`src/rtl/exmem_forward_pkg.sv`:
```
// ============================================================================
// Module      : exmem_forward_pkg
// Description : Shared widths and forwarding-select encoding for exmem_forward.
// Revision    : 1.0 - initial release
// ============================================================================
`default_nettype none

package exmem_forward_pkg;

    localparam int C_REG_IDX_W = 5;
    localparam int C_MEMRD_W   = 3;
    localparam int C_MEMWR_W   = 2;

    typedef enum logic [1:0] {
        FWD_RF    = 2'd0,
        FWD_EXMEM = 2'd1,
        FWD_MEMWB = 2'd2
    } fwd_sel_e;

    // A producer matches a consumer only if it writes and the target is not $0.
    function automatic logic reg_hit(
        input logic                   wr_en,
        input logic [C_REG_IDX_W-1:0] dst,
        input logic [C_REG_IDX_W-1:0] src
    );
        return wr_en && (dst != '0) && (dst == src);
    endfunction

endpackage

`default_nettype wire

```
`src/rtl/exmem_forward_fwd_sel.sv`:
```
// ============================================================================
// Module      : fwd_sel
// Description : Single-operand forwarding mux (EX/MEM over MEM/WB over RF).
// Revision    : 1.0 - initial release
// ============================================================================
`default_nettype none

module fwd_sel
    import exmem_forward_pkg::*;
#(
    parameter int DW = 32
) (
    input  logic [C_REG_IDX_W-1:0] i_src,
    input  logic [DW-1:0]          i_rf_data,
    input  logic                   i_m_regwrite,
    input  logic                   i_m_memtoreg,
    input  logic [C_REG_IDX_W-1:0] i_m_dst,
    input  logic [DW-1:0]          i_m_data,
    input  logic                   i_wb_regwrite,
    input  logic [C_REG_IDX_W-1:0] i_wb_dst,
    input  logic [DW-1:0]          i_wb_data,
    output logic [DW-1:0]          o_data
);

    fwd_sel_e w_sel;

    // A load sitting in EX/MEM has no data yet; the load-use stall covers it.
    always_comb begin
        w_sel = FWD_RF;
        if (reg_hit(i_m_regwrite && !i_m_memtoreg, i_m_dst, i_src)) begin
            w_sel = FWD_EXMEM;
        end else if (reg_hit(i_wb_regwrite, i_wb_dst, i_src)) begin
            w_sel = FWD_MEMWB;
        end
    end

    always_comb begin
        o_data = i_rf_data;
        case (w_sel)
            FWD_EXMEM: o_data = i_m_data;
            FWD_MEMWB: o_data = i_wb_data;
            default:   o_data = i_rf_data;
        endcase
    end

endmodule

`default_nettype wire

```
`src/rtl/exmem_forward.sv`:
```
// ============================================================================
// Module      : exmem_forward
// Description : EX/MEM pipeline register with operand forwarding and load-use stall.
// Revision    : 1.0 - initial release
// ============================================================================
`default_nettype none

module exmem_forward
    import exmem_forward_pkg::*;
#(
    parameter int DW  = 32,
    parameter int SCW = 16
) (
    input  logic                   clk,
    input  logic                   rst,
    input  logic [C_REG_IDX_W-1:0] rs_e,
    input  logic [C_REG_IDX_W-1:0] rt_e,
    input  logic [C_REG_IDX_W-1:0] rd_e,
    input  logic [DW-1:0]          rfReadData1_e,
    input  logic [DW-1:0]          rfReadData2_e,
    input  logic                   RegDst_e,
    input  logic                   RegWrite_e,
    input  logic                   MemtoReg_e,
    input  logic [C_MEMWR_W-1:0]   MemWrite_e,
    input  logic [C_MEMRD_W-1:0]   MemRead_e,
    input  logic [C_REG_IDX_W-1:0] rs_d,
    input  logic [C_REG_IDX_W-1:0] rt_d,
    input  logic                   wb_RegWrite,
    input  logic [C_REG_IDX_W-1:0] wb_dst,
    input  logic [DW-1:0]          wb_data,
    input  logic [DW-1:0]          alu_y,
    output logic [DW-1:0]          srcA,
    output logic [DW-1:0]          srcB_reg,
    output logic                   stall_d,
    output logic [DW-1:0]          alu_m,
    output logic [DW-1:0]          wdata_m,
    output logic [C_REG_IDX_W-1:0] dst_m,
    output logic                   RegWrite_m,
    output logic                   MemtoReg_m,
    output logic [C_MEMWR_W-1:0]   MemWrite_m,
    output logic [C_MEMRD_W-1:0]   MemRead_m,
    output logic [SCW-1:0]         stall_cnt
);

    logic [C_REG_IDX_W-1:0] w_dst_e;
    logic                   w_stall;
    logic [DW-1:0]          w_src_a;
    logic [DW-1:0]          w_src_b;

    logic [DW-1:0]          r_alu_m;
    logic [DW-1:0]          r_wdata_m;
    logic [C_REG_IDX_W-1:0] r_dst_m;
    logic                   r_regwrite_m;
    logic                   r_memtoreg_m;
    logic [C_MEMWR_W-1:0]   r_memwrite_m;
    logic [C_MEMRD_W-1:0]   r_memread_m;
    logic [SCW-1:0]         r_stall_cnt;

    assign w_dst_e = RegDst_e ? rd_e : rt_e;

    // Load in EX whose destination is read by the instruction in ID.
    assign w_stall = (MemRead_e != '0) && RegWrite_e && (w_dst_e != '0) &&
                     ((w_dst_e == rs_d) || (w_dst_e == rt_d));

    fwd_sel #(
        .DW (DW)
    ) u_fwd_a (
        .i_src         (rs_e),
        .i_rf_data     (rfReadData1_e),
        .i_m_regwrite  (r_regwrite_m),
        .i_m_memtoreg  (r_memtoreg_m),
        .i_m_dst       (r_dst_m),
        .i_m_data      (r_alu_m),
        .i_wb_regwrite (wb_RegWrite),
        .i_wb_dst      (wb_dst),
        .i_wb_data     (wb_data),
        .o_data        (w_src_a)
    );

    fwd_sel #(
        .DW (DW)
    ) u_fwd_b (
        .i_src         (rt_e),
        .i_rf_data     (rfReadData2_e),
        .i_m_regwrite  (r_regwrite_m),
        .i_m_memtoreg  (r_memtoreg_m),
        .i_m_dst       (r_dst_m),
        .i_m_data      (r_alu_m),
        .i_wb_regwrite (wb_RegWrite),
        .i_wb_dst      (wb_dst),
        .i_wb_data     (wb_data),
        .o_data        (w_src_b)
    );

    always_ff @(posedge clk) begin
        if (rst) begin
            r_alu_m      <= '0;
            r_wdata_m    <= '0;
            r_dst_m      <= '0;
            r_regwrite_m <= 1'b0;
            r_memtoreg_m <= 1'b0;
            r_memwrite_m <= '0;
            r_memread_m  <= '0;
        end else begin
            r_alu_m      <= alu_y;
            r_wdata_m    <= w_src_b;
            r_dst_m      <= w_dst_e;
            r_regwrite_m <= RegWrite_e;
            r_memtoreg_m <= MemtoReg_e;
            r_memwrite_m <= MemWrite_e;
            r_memread_m  <= MemRead_e;
        end
    end

    // Saturating so long-running counts never wrap back to small values.
    always_ff @(posedge clk) begin
        if (rst) begin
            r_stall_cnt <= '0;
        end else if (w_stall && (r_stall_cnt != '1)) begin
            r_stall_cnt <= r_stall_cnt + SCW'(1);
        end
    end

    assign srcA       = w_src_a;
    assign srcB_reg   = w_src_b;
    assign stall_d    = w_stall;
    assign alu_m      = r_alu_m;
    assign wdata_m    = r_wdata_m;
    assign dst_m      = r_dst_m;
    assign RegWrite_m = r_regwrite_m;
    assign MemtoReg_m = r_memtoreg_m;
    assign MemWrite_m = r_memwrite_m;
    assign MemRead_m  = r_memread_m;
    assign stall_cnt  = r_stall_cnt;

endmodule

`default_nettype wire

```
`config.mk`:
```
export PLATFORM = sky130hd
export DESIGN_NAME = exmem_forward
export DESIGN_NICKNAME = d
export VERILOG_FILES = /design/src/rtl/exmem_forward_pkg.sv /design/src/rtl/exmem_forward_fwd_sel.sv /design/src/rtl/exmem_forward.sv
export SDC_FILE = /design/constraint.sdc
export NUM_CORES = 1
export LEC_CHECK = 0
export BUFFER_PORTS_ARGS = -buffer_cell sky130_fd_sc_hd__buf_2
export CAP_MARGIN = 25
export CORE_AREA = 4 4 124 126
export CTS_CLUSTER_DIAMETER = 150
export DETAILED_ROUTE_END_ITERATION = 6
export DIE_AREA = 0 0 128 130
export PLACE_DENSITY = 0.66
export SLEW_MARGIN = 0
export SYNTH_ARGS = -nofsm -noshare
export SYNTH_HDL_FRONTEND = slang
export SYNTH_SLANG_ARGS = --single-unit
```
`constraint.sdc`:
```
create_clock -name clk -period 5 [get_ports clk]
set_clock_uncertainty 0.05 [all_clocks]
set_input_delay 0.25 -clock clk [delete_from_list [all_inputs] [get_ports clk]]
set_output_delay 0.25 -clock clk [all_outputs]
set_load 0.005 [all_outputs]
```
# Yosys cells after proc, flatten, opt, wreduce, memory -nomap -nowiden
# Index checks and enable logic that the tools add are counted.
# classes
n_mux	7
n_reduce_logical	17
n_eq_ne	11
addsub	1
# op_table
operator	n
$pmux 32 s2	2
$eq 5x5->1	6
$add 16x1->16 const B	1
$ne 16x16->1 const B	1
$reduce_bool 5->1	3
$logic_and 1x1->1	11
$mux 2	4
$mux 5	1
$eq 2x1->1 const B	2
$eq 2x2->1 const B	2
$reduce_bool 3->1	1
$logic_not 1->1	1
$logic_or 1x1->1	1
# totals
out_inout_bits	157
regBits	92
elab_cells	44
in_bits	169

# Depth between registers and ports, before layout
# Gate-level depths: netlist of the first run.
# depth
ltp_word	7
ltp_mapped	11
mapped_depth_nobuf	8

# Hierarchy
# A second synthesis of the first run with hierarchy kept.
# unflattened
cells_unflattened	654
hier_area_um2	6363.6
# by_module_without_submodules
mod	seq_area_each_um2	cells_each	instances	area_each_um2
fwd_sel	0.0	185	2	1640.3
exmem_forward	1841.8	284	1	3083.0

# Worst setup path before layout of the first run
# OpenSTA, ideal clock, no wires.
# synth_path
path_kind	input port to flip-flop
startpoint	input port RegDst_e
endpoint	register r_stall_cnt[14], in the netlist stall_cnt[14]
setup_ns	0.071
path_buffers	3
t_arrival_ns	2.372
stages	10
path_slack_ns	2.507
t_required_ns	4.879
path_cell_list	buf_6 mux2i_2 xor2_1 nand3_1 or4_4 and2_4 buf_6 buf_6 or4_1 a21oi_1
# synth_via
elab_chain_cells	5
word_cells_on_any_way	8
cone_classes	eq/ne: 2; mux: 1; reduce/logical: 5
# synth_rtl
item	line_no	text
start: declaration	exmem_forward.sv:21	input logic RegDst_e,
$mux 5 *	exmem_forward.sv:59	assign w_dst_e = RegDst_e ? rd_e : rt_e;
$eq 5x5->1 or $reduce_bool 5->1 (tied branches)	exmem_forward.sv:63, exmem_forward.sv:62	
$logic_or 1x1->1 or $logic_and 1x1->1 (tied branches)	exmem_forward.sv:63, exmem_forward.sv:62	
$logic_and 1x1->1 *	exmem_forward.sv:62	assign w_stall = (MemRead_e != '0) && RegWrite_e && (w_dst_e != '0) &&
$logic_and 1x1->1 *	exmem_forward.sv:119	end else if (w_stall && (r_stall_cnt != '1)) begin
end signal: assignment	exmem_forward.sv:120	r_stall_cnt <= r_stall_cnt + SCW'(1);
end: declaration	exmem_forward.sv:57	logic [SCW-1:0] r_stall_cnt;
# Mark *: on every way between the ends. The rest lies on a longest branch, timed or not.
# A chain may end at the register's enable or synchronous reset.

# Worst setup path in the final report of the first run
# layout_path
startpoint	register r_dst_m[0], in the netlist dst_m[0]
endpoint	output port srcA[17]
# layout_via
elab_chain_cells	6
word_cells_on_any_way	8
cone_classes	eq/ne: 3; mux: 2; reduce/logical: 3
# layout_rtl
item	line_no	text
start: declaration	exmem_forward.sv:52	logic [C_REG_IDX_W-1:0] r_dst_m;
start signal: assignment	exmem_forward.sv:107	r_dst_m <= w_dst_e;
$reduce_bool 5->1	exmem_forward_pkg.sv:26	return wr_en && (dst != '0) && (dst == src);
$logic_and 1x1->1	exmem_forward_pkg.sv:26	
$logic_and 1x1->1 *	exmem_forward_pkg.sv:26	
$mux 2 *	exmem_forward_fwd_sel.sv:30	if (reg_hit(i_m_regwrite && !i_m_memtoreg, i_m_dst, i_src)) begin
$eq 2x2->1 or $eq 2x1->1 (tied branches)	exmem_forward_fwd_sel.sv:39	case (w_sel)
$pmux 32 s2 *	exmem_forward_fwd_sel.sv:39	
end: declaration	exmem_forward.sv:32	output logic [DW-1:0] srcA,
# Marked as above.

==> flow_summary_export.csv, run 1 <==
group,metric,value,unit
status,outcome,"completed",
sta,timing.fmax,324,MHz
final_layout,stdcell_area,0.00674,mm²
final_layout,finalNonFillerCells,1029,
clocking,cts_buffers,9,
sta,holdWs,0.0617,ns
synth,synth_edf_count,0,
clocking,cts_tree,"yes",
global_route,grt_first_pass_wirelength,24600,µm
setup_path,r2r_cells,7,
final_layout,drive_above_1_share,43.1,%
global_route,grt_max_degree,97,
min_path,hold_class,"in2reg",
setup_path,crit_start,"dst_m[0]",
placed_design,placed_area,0.00641,mm²
global_route,grt.total_usage,19.0,%
sta,slew-limit-headroom,35.4,%
setup_path,r2r_start,"dst_m[0]",
power_and_ir_drop,power.share.clock,40.3,%
power_and_ir_drop,seq_power_share,43.5,%
clocking,cts_sinks,92,
placed_design,hpwl,13400,µm
sta,min_period,3.09,ns
global_route,grt_pass1_vias,4581,
synth,synth_ff_type,"dfxtp_1",
setup_path,r2r_end,"wdata_m[22]",
floorplanning,die_area,0.0166,mm²
power_and_ir_drop,leakagePower,3.21,nW
synth,ys_warn_count,0,
setup_path,reg2reg_slack,2.48,ns
synth,yosysSeqAreaShare,39.7,%
setup_path,startpoint_type,"flop",
power_and_ir_drop,p_per_area,270,mW/mm²
detailed_routing,vias,4879,
power_and_ir_drop,finalPower,1.82,mW
synth,synth_area,0.00464,mm²
synth,synthTopCellsByArea,"dfxtp_1, mux2i_1, nor2b_1",
floorplanning,io_pins,326,
placed_design,port_buffers,325,
floorplanning,fp.coreArea,0.0143,mm²
setup_path,cp.required,4.70,ns
final_layout,layout_common_cells,"buf_2, dfxtp_1, nor2b_1, nor2_1, a21oi_1",
setup_path,critPathMaxFanout,43,
final_layout,nets,1008,
final_layout,seqCellArea,0.00184,mm²
setup_path,endpoint,"srcA[17]",
synth,synth.avg_cell_area,8.74,µm²
final_layout,nFillCells,1430,
clocking,clock-root-buffer,"clkbuf_16",
power_and_ir_drop,power.internal,1.36,mW
clocking,clock_latency,0.34,ns
detailed_routing,wl,17000,µm
setup_path,critPathArrivalTime,2.79,ns
clocking,cts_hold_buf,0,
sta,post-route-period-util,61.7,%
sta,drv_slew,0,
power_and_ir_drop,comb_power_share,16.3,%
sta,setup_tns,0,ns
final_layout,layout_commonest_cell,"buf_2",
global_route,overflow,0,
floorplanning,start_util,32.4,%
setup_path,crit_type,"reg2out",
sta,rsz0062_at_grt,"no",
synth,syn-num-nets,701,
detailed_routing,wl_per_cell,16.5,µm
final_layout,syn2layout_area_growth,45.1,%
clocking,clock_path_buffers,2,
floorplanning,rows,44,
detailed_routing,drc_errors,0,
detailed_routing,postRouteAntennaNets,0,
setup_path,cp-end-kind,"output port",
sta,hold_viol_final,0,
synth,synthArstFlopShare,0,%
floorplanning,fp.dieH,130,µm
synth,ys_types,33,
synth,yosys.area.top_type_share,39.7,%
clocking,htree_levels,3,
global_route,grt_antenna_before_repair,2,
placed_design,gp_congestion,0.902,
clocking,cts_setup_buffers,0,
clocking,cts_resized,0,
sta,worst_pin_slew,0.969,ns
floorplanning,die_w,128,µm
synth,syn-instance-count,531,
detailed_routing,via_per_inst,4.74,
placed_design,dp.cells,1011,
synth,ys_ff_latch,92,
sta,setup_viol,0,
detailed_routing,initialDrtViolationCount,208,
clocking,cts.reportedPaths.clkPinSlew,0.07,ns
final_layout,multi_input_area,0.00266,mm²
power_and_ir_drop,p_sw_share,24.9,%
detailed_routing,dr.pass1.iters,4,
power_and_ir_drop,netSwitchingPower,453,µW
power_and_ir_drop,irDropWorstVdd,0.138,mV
flow_run,cap_violations,0,
synth,synth_area_leader_cell,"dfxtp_1",
power by group through the flow:
stage	logic, mW	clock network, mW	registers, mW
after floorplan	0.122	0	0.807
after global placement	0.295	0	0.805
after detailed placement	0.297	0	0.806
after CTS	0.298	0.753	0.789
after global routing	0.325	0.781	0.793
final	0.295	0.731	0.789
worst max-delay path, cell delays in order, from the launching register on:
cell     delay, ns
dfxtp_1       0.35
or4_1         0.51
o21ai_0       0.25
nor4_1        0.12
nand3_2       0.36
buf_4         0.48
a21oi_1       0.19
buf_2         0.17
area by class of cell:
type	instances	area share, %
Clock buffer	10	3.40
Timing Repair Buffer	331	24.9
Clock inverter	6	1.32
Tap cell	184	3.42
Antenna cell	2	0.0743
Inverter	1	0.0557
Sequential cell	92	27.3
Multi-Input combinational cell	403	39.5
through the flow:
| stage | setup slack (ns) | util (%) |
|---|---|---|
| after floorplan | 2.51 | - |
| after global placement | 2.37 | 44.8 |
| after detailed placement | 2.29 | 44.8 |
| after CTS | 1.91 | 47.0 |
| after global routing | 1.71 | 47.1 |
| final | 1.91 | 47.1 |
flip-flops by register name (all words and copies together) (netlist names):
register    count
alu_m          32
wdata_m        32
stall_cnt      16
dst_m           5
MemRead_m       3
MemWrite_m      2
MemtoReg_m      1
RegWrite_m      1
synth_stat cells (4+ instances only):
library cell	n
xor2_1	16
mux2i_2	5
xnor2_1	16
a21oi_1	76
nor4_1	7
mux2i_1	64
nor2b_1	76
nand3_1	16
o31ai_1	8
clkbuf_1	29
nor2_1	76
dfxtp_1	92
mux2_2	4
o21ai_0	4
or4_1	10
and3_1	8
metal layers:
layer,up-vias,track usage (%),wire length [µm],share of wire (%)
li1,2445,-,-,-
met1,2212,22.5,6870,40
met2,198,32.6,8330,49
met3,24,5.24,1380,8.1
met4,0,7.55,400,2.4
met5,-,0,0,0
worst min-delay path by stage:
stage | start | end | slack (ns) | cells past startpoint
floorplan | MemRead_e[0] | MemRead_m[0] | 0.33 | 1
global route | alu_y[20] | alu_m[20] | 0.05 | 2
global placement | alu_y[24] | alu_m[24] | 0.41 | 2
detailed placement | alu_y[25] | alu_m[25] | 0.41 | 2
CTS | alu_y[25] | alu_m[25] | 0.05 | 2
finish | alu_y[16] | alu_m[16] | 0.06 | 2
kinds of logic after synthesis:
logic type / after synthesis / share of synthesized area (%)
buffers and inverters: 36 / 3.48
adder cells (fa/ha/maj): 1 / 0.269
AND/OR/NAND/NOR: 207 / 24.0
AO/OA/AOI/OAI: 90 / 10.3
flip-flops: 92 / 39.7
multiplexers: 73 / 16.2
XOR/XNOR: 32 / 6.04
Power figures use the tool's default switching activity.
==> run 2, diff against run 1 <==
- PLACE_DENSITY: 0.66 -> 0.68
- clock period: 5 -> 2.8 ns (I/O delays scaled with it)
==> flow_summary_export.csv, run 2 (synthesized netlist as in run 1, its figures left out) <==
group,metric,value,unit
sta,setup_tns,0,ns
detailed_routing,via_per_inst,4.72,
final_layout,nets,1050,
sta,min_period,2.64,ns
placed_design,hpwl,13300,µm
flow_run,cap_violations,0,
final_layout,antenna_cells,0,
detailed_routing,wl,17300,µm
detailed_routing,postRouteAntennaNets,0,
sta,post-route-period-util,94.1,%
power_and_ir_drop,power.share.clock,40.7,%
power_and_ir_drop,p_sw_share,25.0,%
floorplanning,fp.dieH,130,µm
clocking,clock_latency,0.34,ns
final_layout,syn2layout_area_growth,54.5,%
sta,drv_slew,0,
clocking,cts_buffers,9,
floorplanning,start_util,32.4,%
detailed_routing,initialDrtViolationCount,162,
final_layout,layout_commonest_cell,"buf_2",
status,outcome,"completed",
global_route,grt_max_degree,65,
min_path,min_from,"rd_e[3]",
sta,slew-limit-headroom,50.7,%
floorplanning,die_area,0.0166,mm²
detailed_routing,dr.pass1.iters,4,
detailed_routing,drc_errors,0,
floorplanning,die_w,128,µm
power_and_ir_drop,seq_power_share,42.2,%
setup_path,r2r_end,"stall_cnt[2]",
clocking,cts.reportedPaths.clkPinSlew,0.06,ns
clocking,clock-root-buffer,"clkbuf_16",
setup_path,crit_type,"reg2out",
clocking,clock_path_buffers,2,
clocking,cts_setup_buffers,0,
sta,setup_viol,0,
floorplanning,io_pins,326,
setup_path,critPathMaxFanout,38,
placed_design,port_buffers,325,
setup_path,critPathArrivalTime,2.45,ns
power_and_ir_drop,comb_power_share,17.2,%
detailed_routing,vias,5051,
global_route,grt_pass1_vias,4979,
global_route,grt_first_pass_wirelength,25900,µm
power_and_ir_drop,finalPower,3.34,mW
global_route,overflow,0,
min_path,whs_endpoint,"dst_m[3]",
final_layout,layout_common_cells,"buf_2, dfxtp_1, nor2b_1, nor2_1, a21oi_1",
setup_path,startpoint_type,"flop",
power_and_ir_drop,netSwitchingPower,836,µW
clocking,cts_tree,"yes",
setup_path,cp.required,2.61,ns
power_and_ir_drop,p_per_area,466,mW/mm²
global_route,grt.total_usage,19.8,%
final_layout,drive_above_1_share,41.6,%
floorplanning,fp.coreArea,0.0143,mm²
power_and_ir_drop,power.internal,2.51,mW
sta,hold_viol_final,0,
power_and_ir_drop,irDropWorstVdd,0.254,mV
sta,timing.fmax,379,MHz
global_route,grt_antenna_before_repair,1,
setup_path,cp-end-kind,"output port",
sta,rsz0062_at_grt,"no",
clocking,htree_levels,3,
min_path,worstHoldPathCells,3,
detailed_routing,wl_per_cell,16.2,µm
sta,worst_pin_slew,0.740,ns
floorplanning,rows,44,
clocking,cts_sinks,92,
setup_path,reg2reg_slack,0.55,ns
setup_path,r2r_start,"stall_cnt[0]",
placed_design,gp_congestion,0.853,
setup_path,r2r_cells,8,
power_and_ir_drop,leakagePower,3.41,nW
min_path,hold_class,"in2reg",
-- run 2: worst max-delay path by stage --
| stage | startpoint | end | slack, ns | cells after the start |
|---|---|---|---|---|
| 2_1_floorplan | RegDst_e | stall_cnt[14] | 0.42 | 10 |
| 3_3_place_gp | RegDst_e | stall_cnt[13] | 0.36 | 8 |
| 3_5_place_dp | RegDst_e | stall_cnt[9] | 0.29 | 8 |
| 4_1_cts | dst_m[0] | srcB_reg[15] | 0.08 | 8 |
| 5_1_grt | dst_m[0] | srcB_reg[2] | 0.005 | 8 |
| 6_report | dst_m[0] | srcB_reg[1] | 0.16 | 8 |
-- run 2: metrics by stage --
stage                     hold slack (ns)  instance area [µm²]  setup slack [ns]  cells  utilization (%)
after global routing               0.0487                 7180           0.00545   1069             50.1
after CTS                          0.0406                 7170            0.0847   1069             50.1
after floorplan                     0.218                 4640             0.417    531                -
after detailed placement            0.305                 6450             0.288   1015             45.1
final                              0.0658                 7180             0.165   1069             50.1
after global placement              0.297                 6450             0.358   1015             45.1
-- run 2: critical path, stage by stage (launching register included) --
cell and delay [ns]:
dfxtp_1 0.35, or4_1 0.53, o21ai_0 0.23, nor4_1 0.13
nand3_2 0.11, buf_6 0.26, nor2_1 0.08, a21oi_1 0.22
buf_2 0.16
-- run 2: cell type report --
| class | instances | area (µm²) |
|---|---|---|
| clock inverters | 6 | 93.8 |
| fillers | 1386 | 7140 |
| repair buffers | 373 | 2100 |
| inverters | 1 | 3.75 |
| multi-input cells | 403 | 2660 |
| clock buffers | 10 | 239 |
| well taps | 184 | 230 |
| flip-flops and latches | 92 | 1840 |
-- run 2: metal layers --
metal / wire, µm / GRT usage, % / vias up / share of wire, %
met5: 20 / 0 / - / 0.12
met4: 576 / 8.99 / 2 / 3.3
met3: 1380 / 4.71 / 34 / 8.0
met2: 8690 / 35.9 / 219 / 50
met1: 6600 / 22.1 / 2267 / 38
li1: - / - / 2529 / -
-- run 2: power by group through the flow --
| stage | registers (mW) | logic, mW | clock network [mW] |
|---|---|---|---|
| 2_1_floorplan | 1.44 | 0.218 | 0 |
| 3_3_place_gp | 1.44 | 0.526 | 0 |
| 3_5_place_dp | 1.44 | 0.532 | 0 |
| 4_1_cts | 1.41 | 0.577 | 1.40 |
| 5_1_grt | 1.42 | 0.631 | 1.46 |
| 6_report | 1.41 | 0.574 | 1.36 |
-- run 2: timing repair --
action                                 4_1_cts  5_1_grt
hold buffers                                38        0
resized for setup                            0        2
endpoints found under the hold margin       38        0
setup endpoints to repair                    0       11
==> run 3, diff against run 2 <==
--- a/config.mk
+++ b/config.mk
@@ -9,7 +9,8 @@
 export CAP_MARGIN = 25
-export CORE_AREA = 4 4 124 126
+export CORE_ASPECT_RATIO = 1.25
+export CORE_MARGIN = 4
+export CORE_UTILIZATION = 35
 export CTS_CLUSTER_DIAMETER = 150
 export DETAILED_ROUTE_END_ITERATION = 6
-export DIE_AREA = 0 0 128 130
-export PLACE_DENSITY = 0.68
+export PLACE_DENSITY = 0.67
 export SLEW_MARGIN = 0
@@ -17,2 +18,3 @@
 export SYNTH_HDL_FRONTEND = slang
+export SYNTH_HIERARCHICAL = 1
 export SYNTH_SLANG_ARGS = --single-unit
==> constraint.sdc (replaced) <==
create_clock -name clk -period 2.8 [get_ports clk]
set_clock_uncertainty 0.05 [all_clocks]
set_input_delay 0.28 -clock clk [delete_from_list [all_inputs] [get_ports clk]]
set_output_delay 0.28 -clock clk [all_outputs]
set_load 0.005 [all_outputs]
==> flow_summary_export.csv, run 3 <==
group,metric,value,unit
synth,yosysSeqAreaShare,28.9,%
floorplanning,fp.coreArea,0.0176,mm²
synth,post_synth_fa_ha_maj_area_fraction,0.197,%
synth,synth_xor_area_share,3.85,%
global_route,grt_max_degree,69,
placed_design,port_buffers,325,
synth,synthArstFlopShare,0,%
power_and_ir_drop,netSwitchingPower,1.21,mW
detailed_routing,postRouteAntennaNets,0,
power_and_ir_drop,finalPower,3.77,mW
power_and_ir_drop,p_per_area,442,mW/mm²
detailed_routing,initialDrtViolationCount,478,
setup_path,critPathArrivalTime,2.40,ns
status,outcome,"completed",
synth,synth-simple-area-share,26.8,%
detailed_routing,wl,25800,µm
setup_path,cp_num_buf_inv,2,
synth,synthTopCellsByArea,"dfxtp_1, a31oi_4, o31ai_1",
clocking,cts_buffers,9,
placed_design,hpwl,19100,µm
sta,setup_tns,0,ns
synth,synth_edf_count,0,
detailed_routing,via_per_inst,5.75,
setup_path,cpPeakStageDelay,0.59,ns
setup_path,critPathMaxFanout,21,
final_layout,layout_common_cells,"buf_2, dfxtp_1, nor2b_1",
sta,slew-limit-headroom,32.2,%
setup_path,crit_type,"reg2out",
synth,ys_types,45,
min_path,min_from,"MemWrite_e[1]",
floorplanning,die_area,0.0204,mm²
setup_path,startpoint_type,"flop",
setup_path,cp.required,2.47,ns
detailed_routing,vias,6749,
synth,synth.avg_cell_area,9.73,µm²
synth,ys_ff_latch,92,
synth,synthTopCellsByCount,"dfxtp_1, nor2b_1, nand4_1, nor4_1, o31ai_1",
final_layout,syn2layout_area_growth,34.0,%
floorplanning,die_w,129,µm
setup_path,cp-end-kind,"output port",
global_route,grt_antenna_before_repair,2,
sta,holdWs,0.0772,ns
synth,synth_area_leader_cell,"dfxtp_1",
setup_path,crit_path_top_delay_cell,"nor4_1",
sta,worst_pin_slew,1.01,ns
power_and_ir_drop,seq_power_share,37.6,%
floorplanning,start_util,36.1,%
power_and_ir_drop,irDropWorstVdd,0.281,mV
clocking,cts_tree,"yes",
detailed_routing,wl_per_cell,22.0,µm
sta,hold_viol_final,0,
synth,syn-num-nets,824,
global_route,grt.total_usage,24.0,%
detailed_routing,dr.pass1.iters,7,
clocking,cts_setup_buffers,0,
clocking,clock_latency,0.36,ns
min_path,hold_class,"in2reg",
sta,setup_viol,0,
synth,synth_compound_area_share,31.0,%
synth,synth_mux_area_share,2.18,%
final_layout,nets,1112,
synth,synthMostInstantiatedCell,"dfxtp_1",
sta,min_period,2.73,ns
sta,drv_slew,0,
placed_design,gp_congestion,0.850,
sta,timing.fmax,367,MHz
clocking,cts_hold_buf,0,
synth,yosys.area.top_type_share,28.9,%
floorplanning,fp.dieH,159,µm
final_layout,drive_above_1_share,48.9,%
synth,synth_top_family_by_area,"compound AO/OA/AOI/OAI gates",
power_and_ir_drop,p_sw_share,32.1,%
setup_path,r2r_start,"stall_cnt[0]",
global_route,grt_pass1_vias,6658,
synth,syn-instance-count,654,
final_layout,layout_commonest_cell,"buf_2",
clocking,cts_sinks,92,
setup_path,crit_start,"dst_m[0]",
flow_run,cap_violations,0,
floorplanning,io_pins,326,
clocking,clock-root-buffer,"clkbuf_16",
detailed_routing,drc_errors,0,
synth,synth_area,0.00636,mm²
synth,ys_warn_count,6,
sta,post-route-period-util,97.4,%
power_and_ir_drop,leakagePower,3.34,nW
synth,synth_ff_type,"dfxtp_1",
power_and_ir_drop,power.internal,2.56,mW
floorplanning,rows,54,
clocking,cts.reportedPaths.clkPinSlew,0.07,ns
power_and_ir_drop,comb_power_share,25.5,%
clocking,htree_levels,3,
global_route,grt_first_pass_wirelength,38600,µm
clocking,clock_path_buffers,2,
setup_path,crit_chain,"xor2_1 > a2111o_1 > buf_4 > nor4_1 > a31oi_4 > buf_2",
power_and_ir_drop,power.share.clock,36.9,%
sta,rsz0062_at_grt,"no",
final_layout,nFillCells,1749,
setup_path,path_delay_family,"simple AND/OR/NAND/NOR gates",
global_route,overflow,0,
## run 3: routing by layer
| metal | vias to the layer above | track usage (%) | routed length (µm) |
|---|---|---|---|
| met2 | 347 | 40.0 | 12700 |
| met5 | - | 0 | 8 |
| met3 | 56 | 4.33 | 1820 |
| met4 | 2 | 10.2 | 813 |
| met1 | 3238 | 30.0 | 10500 |
| li1 | 3106 | - | - |
## run 3: path summary, 6_finish.rpt
| path | end | slack [ns] | cells past startpoint |
|---|---|---|---|
| worst max-delay path | srcA[16] | 0.07 | 6 |
| worst min-delay path | MemWrite_m[1] | 0.08 | 2 |
| worst max register to register | stall_cnt[15] | 0.51 | 8 |
| worst min register to register | stall_cnt[12] | 0.46 | 1 |
## run 3: through the flow
step / worst slack (ns) / utilization, % / cell area [µm²] / std cells
global route: 0.0107 / 48.3 / 8530 / 1172
CTS: 0.0695 / 48.3 / 8520 / 1171
finish: 0.0719 / 48.4 / 8530 / 1173
detailed placement: 0.262 / 46.5 / 8190 / 1155
floorplan: 0.631 / - / 6360 / 654
global placement: 0.279 / 46.5 / 8190 / 1155
## run 3: cell type report
| type | count | area [µm²] | share of cell area [%] |
|---|---|---|---|
| Tap cell | 224 | 280 | 3.29 |
| Inverter | 6 | 22.5 | 0.264 |
| Sequential cell | 92 | 1840 | 21.6 |
| Multi-Input combinational cell | 476 | 4150 | 48.6 |
| Clock inverter | 7 | 98.8 | 1.16 |
| Antenna cell | 2 | 5.00 | 0.0587 |
| Clock buffer | 9 | 225 | 2.64 |
| Timing Repair Buffer | 357 | 1910 | 22.4 |
## run 3: what timing repair did
action                     in CTS  in global routing
gates resized for setup         0                  1
hold endpoints to repair        0                  0
setup endpoints to repair       0                 10
## run 3: cells by family (layout without fill, tap and decap cells)
family          count (synthesis)  in the layout
other cells                     0              2
compound gates                153            153
buf+inv                        86            379
simple gates                  282            282
xor+xnor                       28             28
fa+ha+maj                       1              1
mux                            12             12
flops                          92             92
## run 3: power groups by stage
stage                     logic (mW)  clock network (mW)  registers, mW
after CTS                      0.954                1.42           1.42
final                          0.960                1.39           1.42
after global placement         0.941                   0           1.45
after global routing            1.02                1.47           1.42
after detailed placement       0.951                   0           1.45
after floorplan                0.498                   0           1.44
